==> src/rtl/te_channel_sel_ctrl_if.sv <==
// Pixel-side valid/ready bundle for the channel-select controller.
// master drives pixels in and accepts bundles out; slave is the controller.
`timescale 1ns/1ps
interface te_channel_sel_ctrl_if #(
  parameter int PIX_W = 8,
  parameter int INV_W = 14
);
  logic             in_valid;
  logic             in_ready;
  logic [PIX_W-1:0] F_R;
  logic [PIX_W-1:0] F_G;
  logic [PIX_W-1:0] F_B;
  logic             out_valid;
  logic             out_ready;
  logic [PIX_W-1:0] o_F_R;
  logic [PIX_W-1:0] o_F_G;
  logic [PIX_W-1:0] o_F_B;
  logic [INV_W-1:0] o_Inv_AR;
  logic [INV_W-1:0] o_Inv_AG;
  logic [INV_W-1:0] o_Inv_AB;
  logic [1:0]       sel;

  modport master (
    output in_valid,
    output F_R,
    output F_G,
    output F_B,
    output out_ready,
    input  in_ready,
    input  out_valid,
    input  o_F_R,
    input  o_F_G,
    input  o_F_B,
    input  o_Inv_AR,
    input  o_Inv_AG,
    input  o_Inv_AB,
    input  sel
  );

  modport slave (
    input  in_valid,
    input  F_R,
    input  F_G,
    input  F_B,
    input  out_ready,
    output in_ready,
    output out_valid,
    output o_F_R,
    output o_F_G,
    output o_F_B,
    output o_Inv_AR,
    output o_Inv_AG,
    output o_Inv_AB,
    output sel
  );
endinterface

==> src/rtl/te_channel_sel_ctrl.sv <==
// Channel-select controller: sel = argmin(F_c * Inv_A_c) over a
// 3-stage stallable pipeline with frame-synchronous Inv_A double buffer.
`timescale 1ns/1ps
module te_channel_sel_ctrl #(
  parameter int PIX_W = 8,
  parameter int INV_W = 14
) (
  input  logic             clk,
  input  logic             rst,
  input  logic             atm_valid,
  input  logic [INV_W-1:0] Inv_AR,
  input  logic [INV_W-1:0] Inv_AG,
  input  logic [INV_W-1:0] Inv_AB,
  input  logic             frame_start,
  output logic             atm_loaded,
  te_channel_sel_ctrl_if.slave pix
);

  localparam int P_W = PIX_W + INV_W;

  localparam logic [1:0] ST_IDLE  = 2'd0;
  localparam logic [1:0] ST_ARMED = 2'd1;
  localparam logic [1:0] ST_RUN   = 2'd2;

  typedef struct packed {
    logic [PIX_W-1:0] r;
    logic [PIX_W-1:0] g;
    logic [PIX_W-1:0] b;
  } pix_t;

  typedef struct packed {
    logic [INV_W-1:0] r;
    logic [INV_W-1:0] g;
    logic [INV_W-1:0] b;
  } inv_t;

  typedef struct packed {
    logic [P_W-1:0] r;
    logic [P_W-1:0] g;
    logic [P_W-1:0] b;
  } prod_t;

  logic [1:0] state_q;
  logic [1:0] state_d;
  inv_t       pend_q;
  inv_t       pend_d;
  inv_t       act_q;
  inv_t       act_d;
  logic       pflag_q;
  logic       pflag_d;
  inv_t       inv_new;
  pix_t       f_in;

  logic       adv;
  logic       s1_v_q;
  pix_t       s1_f_q;
  inv_t       s1_a_q;
  logic       s2_v_q;
  pix_t       s2_f_q;
  inv_t       s2_a_q;
  prod_t      s2_p_q;
  logic       s3_v_q;
  pix_t       s3_f_q;
  inv_t       s3_a_q;
  logic [1:0] s3_sel_q;

  prod_t      p_d;
  logic [1:0] sel_d;
  logic       r_win;
  logic       g_win;
  logic       b_win;

  assign inv_new = {Inv_AR, Inv_AG, Inv_AB};
  assign f_in    = {pix.F_R, pix.F_G, pix.F_B};

  always_comb begin
    state_d = state_q;
    pend_d  = pend_q;
    act_d   = act_q;
    pflag_d = pflag_q;
    unique case (state_q)
      ST_IDLE: begin
        if (atm_valid && frame_start) begin
          act_d   = inv_new;
          state_d = ST_RUN;
        end else if (atm_valid) begin
          pend_d  = inv_new;
          pflag_d = 1'b1;
          state_d = ST_ARMED;
        end
      end
      ST_ARMED, ST_RUN: begin
        if (frame_start) begin
          // same-cycle atm_valid wins over anything still pending
          if (atm_valid) begin
            act_d = inv_new;
          end else if (pflag_q) begin
            act_d = pend_q;
          end
          pflag_d = 1'b0;
          state_d = ST_RUN;
        end else if (atm_valid) begin
          pend_d  = inv_new;
          pflag_d = 1'b1;
        end
      end
      default: begin
        state_d = ST_IDLE;
      end
    endcase
  end

  always_ff @(posedge clk or negedge rst) begin
    if (!rst) begin
      state_q <= ST_IDLE;
      pend_q  <= '0;
      act_q   <= '0;
      pflag_q <= 1'b0;
    end else begin
      state_q <= state_d;
      pend_q  <= pend_d;
      act_q   <= act_d;
      pflag_q <= pflag_d;
    end
  end

  assign atm_loaded   = (state_q == ST_RUN);
  assign adv          = !s3_v_q || pix.out_ready;
  assign pix.in_ready = atm_loaded && adv;

  always_comb begin
    p_d.r = P_W'(s1_f_q.r) * P_W'(s1_a_q.r);
    p_d.g = P_W'(s1_f_q.g) * P_W'(s1_a_q.g);
    p_d.b = P_W'(s1_f_q.b) * P_W'(s1_a_q.b);
  end

  // mutually exclusive wins encode the lowest-index tie rule
  assign r_win = (s2_p_q.r <= s2_p_q.g) && (s2_p_q.r <= s2_p_q.b);
  assign g_win = !r_win && (s2_p_q.g <= s2_p_q.b);
  assign b_win = !r_win && !g_win;

  always_comb begin
    sel_d = 2'b00;
    unique case (1'b1)
      r_win:   sel_d = 2'b00;
      g_win:   sel_d = 2'b01;
      b_win:   sel_d = 2'b10;
      default: sel_d = 2'b00;
    endcase
  end

  always_ff @(posedge clk or negedge rst) begin
    if (!rst) begin
      s1_v_q   <= 1'b0;
      s1_f_q   <= '0;
      s1_a_q   <= '0;
      s2_v_q   <= 1'b0;
      s2_f_q   <= '0;
      s2_a_q   <= '0;
      s2_p_q   <= '0;
      s3_v_q   <= 1'b0;
      s3_f_q   <= '0;
      s3_a_q   <= '0;
      s3_sel_q <= 2'b00;
    end else if (adv) begin
      s1_v_q   <= pix.in_valid && atm_loaded;
      s1_f_q   <= f_in;
      s1_a_q   <= act_q;
      s2_v_q   <= s1_v_q;
      s2_f_q   <= s1_f_q;
      s2_a_q   <= s1_a_q;
      s2_p_q   <= p_d;
      s3_v_q   <= s2_v_q;
      s3_f_q   <= s2_f_q;
      s3_a_q   <= s2_a_q;
      s3_sel_q <= sel_d;
    end
  end

  assign pix.out_valid = s3_v_q;
  assign pix.o_F_R     = s3_f_q.r;
  assign pix.o_F_G     = s3_f_q.g;
  assign pix.o_F_B     = s3_f_q.b;
  assign pix.o_Inv_AR  = s3_a_q.r;
  assign pix.o_Inv_AG  = s3_a_q.g;
  assign pix.o_Inv_AB  = s3_a_q.b;
  assign pix.sel       = s3_sel_q;

endmodule

==> src/flat_wrapper.sv <==
// flat-port wrapper written by rule: the top's interface ports become plain ports
module te_channel_sel_ctrl_flat 
#(
  parameter int PIX_W = 8,
  parameter int INV_W = 14
)
  (clk, rst, atm_valid, Inv_AR, Inv_AG, Inv_AB, frame_start, atm_loaded, pix_in_valid, pix_F_R, pix_F_G, pix_F_B, pix_out_ready, pix_in_ready, pix_out_valid, pix_o_F_R, pix_o_F_G, pix_o_F_B, pix_o_Inv_AR, pix_o_Inv_AG, pix_o_Inv_AB, pix_sel);
  te_channel_sel_ctrl_if #(.PIX_W(PIX_W), .INV_W(INV_W)) pix_i ();
  input  logic clk;
  input  logic rst;
  input  logic atm_valid;
  input  logic [INV_W-1:0] Inv_AR;
  input  logic [INV_W-1:0] Inv_AG;
  input  logic [INV_W-1:0] Inv_AB;
  input  logic frame_start;
  output logic atm_loaded;
  input wire logic [$bits(pix_i.in_valid)-1:0] pix_in_valid;
  input wire logic [$bits(pix_i.F_R)-1:0] pix_F_R;
  input wire logic [$bits(pix_i.F_G)-1:0] pix_F_G;
  input wire logic [$bits(pix_i.F_B)-1:0] pix_F_B;
  input wire logic [$bits(pix_i.out_ready)-1:0] pix_out_ready;
  output wire logic [$bits(pix_i.in_ready)-1:0] pix_in_ready;
  output wire logic [$bits(pix_i.out_valid)-1:0] pix_out_valid;
  output wire logic [$bits(pix_i.o_F_R)-1:0] pix_o_F_R;
  output wire logic [$bits(pix_i.o_F_G)-1:0] pix_o_F_G;
  output wire logic [$bits(pix_i.o_F_B)-1:0] pix_o_F_B;
  output wire logic [$bits(pix_i.o_Inv_AR)-1:0] pix_o_Inv_AR;
  output wire logic [$bits(pix_i.o_Inv_AG)-1:0] pix_o_Inv_AG;
  output wire logic [$bits(pix_i.o_Inv_AB)-1:0] pix_o_Inv_AB;
  output wire logic [$bits(pix_i.sel)-1:0] pix_sel;
  assign pix_i.in_valid = pix_in_valid;
  assign pix_i.F_R = pix_F_R;
  assign pix_i.F_G = pix_F_G;
  assign pix_i.F_B = pix_F_B;
  assign pix_i.out_ready = pix_out_ready;
  assign pix_in_ready = pix_i.in_ready;
  assign pix_out_valid = pix_i.out_valid;
  assign pix_o_F_R = pix_i.o_F_R;
  assign pix_o_F_G = pix_i.o_F_G;
  assign pix_o_F_B = pix_i.o_F_B;
  assign pix_o_Inv_AR = pix_i.o_Inv_AR;
  assign pix_o_Inv_AG = pix_i.o_Inv_AG;
  assign pix_o_Inv_AB = pix_i.o_Inv_AB;
  assign pix_sel = pix_i.sel;
  te_channel_sel_ctrl #(.PIX_W(PIX_W), .INV_W(INV_W)) u_core (.clk(clk), .rst(rst), .atm_valid(atm_valid), .Inv_AR(Inv_AR), .Inv_AG(Inv_AG), .Inv_AB(Inv_AB), .frame_start(frame_start), .atm_loaded(atm_loaded), .pix(pix_i));
endmodule
==> config.mk <==
export PLATFORM = sky130hd
export DESIGN_NAME = te_channel_sel_ctrl_flat
export DESIGN_NICKNAME = d
export VERILOG_FILES = /design/src/rtl/te_channel_sel_ctrl_if.sv /design/src/rtl/te_channel_sel_ctrl.sv /design/src/flat_wrapper.sv
export SDC_FILE = /design/constraint.sdc
export NUM_CORES = 2
export LEC_CHECK = 0
export CAP_MARGIN = 25
export CORE_AREA = 2 2 266 400
export DETAILED_ROUTE_END_ITERATION = 6
export DIE_AREA = 0 0 268 402
export GPL_ROUTABILITY_DRIVEN = 0
export PLACE_DENSITY = 0.51
export SLEW_MARGIN = 20
export SYNTH_ARGS = -nofsm -noshare
export SYNTH_HDL_FRONTEND = slang
export SYNTH_SLANG_ARGS = --single-unit
==> constraint.sdc <==
create_clock -name clk -period 4.52 [get_ports clk]
set_clock_uncertainty 0.15 [all_clocks]
set_input_delay 0.904 -clock clk [delete_from_list [all_inputs] [get_ports clk]]
set_output_delay 0.904 -clock clk [all_outputs]
set_load 0.01 [all_outputs]
==> metrics.log <==
[metrics] detailed-routed wire length on met3: 1800 µm
[metrics] clock transition at the register clock pins on the worst setup and hold paths after CTS: 0.06 ns
[metrics] Max Cap Violations: 0
[metrics] detailed-routing iteration count for the pre-antenna-repair pass: 4
[metrics] fraction of final layout cells with drive strength greater than 1: 18.5%
[metrics] number of global-route vias before repair: 20745
[metrics] Min Clock Period, post-route: 4.67 ns
[metrics] core area: ~100000 µm²
[metrics] antenna violations before repair: 0
[metrics] CP Data Arrival Time: just under 5 ns
[metrics] library cell occupying the most area in the post-synthesis netlist: dfrtp_1
[metrics] Data required, critical path: just under 5 ns
[metrics] global route total overflow: 0
[metrics] number of distinct standard cells referenced by the synthesized netlist: 59
[metrics] number of buffers inserted by hold repair at cts: 0
[metrics] Clock Tree Root: clkbuf_16
[metrics] Die Footprint: 108000 µm²
[metrics] final layout net count: 3651
[metrics] number of enable flip-flop cells after synthesis: 0
[metrics] DRC: 0
[metrics] post-layout instance count excluding filler cells: about 4600
[metrics] headroom to the max-slew limit: 37.8%
[metrics] die extent in x: roughly 270 µm
[metrics] Starting Density: 24.7%
[metrics] final routed wirelength across all metal layers: 71700 µm
[metrics] highest attainable clock frequency: 214 MHz
[metrics] clk sinks: 356
[metrics] diode count: 0
[metrics] detailed-route wire length on metal 1: 30400 µm
[metrics] Top Layer Used: met4
[metrics] filler instances: 10929
[metrics] Top-Level Pins: 143
[metrics] count of final hold-check violations: 0
[metrics] ratio of routed vias to standard cells: 4.26
[metrics] cells taking the most area after synthesis: dfrtp_1, fa_1, nand2_1, ha_1, and2_1
[metrics] final setup vio count: 11
[metrics] worst hold margin: 0.181 ns
[metrics] post-placement cell count: around 4500
[metrics] Via Count: 19622
[metrics] status: complete, but fails checks
[metrics] CTS tree: built
[metrics] global-route wire length before repair: 116000 µm
[metrics] Post-Route Utilization: 31.9%
[metrics] DIE HEIGHT: approximately 400 µm
[metrics] pin slew with the least headroom to its limit: 0.933 ns
[metrics] Post-Syn Area: 25900 µm²
[metrics] count of port buffers added during placement: 142
[metrics] slack of the critical path: -0.153 ns
[metrics] ordered cell list for the critical path: and2_4 > fa_1 > fa_1 > fa_1 > inv_1 > fa_1 > inv_2 > ha_4 > nor2b_1 > o41a_1 > o22a_1 > a31oi_1 > xor2_1 > a21oi_1
[metrics] class of the worst hold path: in2async
[metrics] initial drt markers: 683
[metrics] number of synthesis warnings: 0
[metrics] violated checks: negative setup slack
[metrics] gate count of the mapped netlist: around 2900
[metrics] Critical Path End Type: flop
[metrics] Total Routing Usage GR: a little over an eighth
[metrics] antenna-violating nets left: 0
[metrics] Worst path most repeated cell: fa_1
[metrics] total number of placement rows: 146
[metrics] Synth Area per Inst: 9.06 µm²
[metrics] total area of multi-input combinational cells: between 15000 and 20000 µm²
[metrics] H-tree levels: 2
[metrics] maximum buffer depth of the clock tree: 3
[metrics] sequential element share of the synthesized area: 34.4%
[metrics] Max FO, Critical Path: 6
[metrics] post-DR wirelength/cell: 15.6 µm
[metrics] Area Growth Syn to Fin: 28.7%
[metrics] DR WL met2: roughly 37000 µm
[metrics] Commonest cells post-synth: nand2_1, dfrtp_1, inv_1, and2_1, fa_1
[metrics] total half-perimeter wirelength after legalization and detailed placement: between 50000 and 60000 µm
[metrics] launch point of the worst path: u_core.s1_f_q[7]$_DFFE_PN0N_
[metrics] clock insertion delay at the later pin of the skew report: 0.58 ns
[metrics] commonest register cell after synthesis: dfrtp_1
[metrics] worst stage delay on the critical path: 0.54 ns
[metrics] flip-flop and latch count after synthesis: around 360
[metrics] Worst setup SP type: flop
[metrics] most instantiated library cell after synthesis: nand2_1
[metrics] Post-synth ARST share: 100%
[metrics] pin count of the biggest net entering global routing: roughly 150
[metrics] count of final max-slew check failures: 0
[metrics] type of the worst setup path: reg2reg
[metrics] reg-to-reg startpoint: u_core.s1_f_q[7]$_DFFE_PN0N_
[metrics] register area: just under 9000 µm²
[metrics] number of CTS-inserted buffers: 41
[metrics] cell with the biggest individual delay on the critical path: fa_1
[metrics] post-route fraction of the period consumed by the critical path: 103%
[metrics] Post-Synthesis Net Count: 3340
[metrics] area fraction of the dominant cell type after synthesis: 34.4%
[metrics] unrepaired setup endpoints after global routing: yes
==> worst max-delay path, delay by kind of cell (launching register included) <==
kind / cells / cell delay [ns]
XOR/XNOR: 1 / 0.23
flip-flops: 1 / 0.51
buffers and inverters: 2 / 0.10
adder cells (fa/ha/maj): 5 / 2.23
AND/OR/NAND/NOR: 2 / 0.34
AO/OA/AOI/OAI: 4 / 0.98
==> placed cells by master (no fill, tap or decap), types with 6 or more instances in the layout <==
cell / count
nand2_1: 777
dfrtp_1: 323
inv_1: 299
and2_1: 247
buf_4: 219
fa_1: 196
ha_1: 167
clkdlybuf4s50_1: 141
o21ai_0: 77
a21oi_1: 69
nor2_1: 55
mux2i_1: 44
clkbuf_16: 44
mux2_2: 42
dfrtp_2: 33
buf_6: 26
ha_4: 25
xnor2_1: 24
and2_4: 22
fa_2: 20
o21ai_1: 19
a21o_1: 17
a21oi_2: 17
nand3_1: 17
xor2_1: 16
buf_12: 16
inv_2: 15
nand4_1: 14
o21ai_2: 13
nand2_2: 11
nand2b_1: 10
clkbuf_1: 10
nor2b_1: 9
o31ai_1: 8
o21a_1: 7
a21oi_4: 6
nor3_1: 6
and3_1: 6
bufinv_16: 6
==> metrics by stage <==
stage,setup TNS [ns],setup slack [ns],area (µm²)
final,-0.723,-0.153,33300
after global routing,-3.01,-0.314,33300
after CTS,-0.657,-0.173,32500
after detailed placement,-4.59,-0.282,30500
after global placement,-4.14,-0.279,30500
after floorplan,-0.000710,-0.000710,26000
==> final cells by class <==
class | instances | share of cell area (%)
Sequential cell | 356 | 26.8
Tap cell | 1406 | 5.28
Clock buffer | 57 | 3.47
Clock inverter | 16 | 0.769
Multi-Input combinational cell | 2049 | 48.9
Timing Repair Buffer | 406 | 11.2
Inverter | 314 | 3.54
==> routing by layer <==
layer	vias to the layer above	global-route usage (%)
li1	9625	-
met1	9672	16.4
met2	223	24.2
met3	102	1.58
met4	0	5.05
met5	-	0
==> final timing paths <==
| kind | end | slack [ns] | depth (start not counted) |
|---|---|---|---|
| worst max-delay path | u_core.s2_p_q[15]$_DFFE_PN0N_ | -0.15 | 14 |
| worst min-delay path | u_core.pix.o_F_B[6]$_DFFE_PN0N_ | 0.18 | 1 |
| worst max register to register | u_core.s2_p_q[15]$_DFFE_PN0N_ | -0.15 | 14 |
| worst min register to register | u_core.s2_v_q$_DFFE_PN0N_ | 0.31 | 2 |
| max in group asynchronous | u_core.s1_a_q[30]$_DFFE_PN0N_ | 3.12 | 2 |
| min in group clk | u_core.s2_v_q$_DFFE_PN0N_ | 0.31 | 2 |
==> state kept, by name, summed over array words and instances, names as in the netlist <==
signal,count
u_core.s2_p_q,66
u_core.s1_v_q,1
u_core.s1_f_q,24
u_core.pix.o_Inv_AR,14
u_core.pix.o_Inv_AB,14
u_core.state_q,2
u_core.pix.o_F_R,8
u_core.pix.o_Inv_AG,14
u_core.act_q,42
u_core.pix.o_F_G,8
u_core.s1_a_q,42
u_core.pix.out_valid,1
u_core.s2_f_q,24
u_core.pend_q,42
u_core.pflag_q,1
u_core.pix.sel,2
u_core.pix.o_F_B,8
u_core.s2_v_q,1
u_core.s2_a_q,42
==> logic make-up after synthesis <==
group	synth area share [%]
buf+inv	6.57
flops	34.4
xor+xnor	1.49
simple gates	20.9
mux	3.53
fa+ha+maj	26.1
compound gates	7.02
==> timing repair <==
action	4_1_cts	5_1_grt
gates resized for setup	129	170
setup buffers	15	21
endpoints found under the setup margin	30	31
pin swaps	78	115
gates cloned	1	1
Power is not shown: default switching activity piles up to over one toggle a cycle in this logic, so the estimate is an artifact.
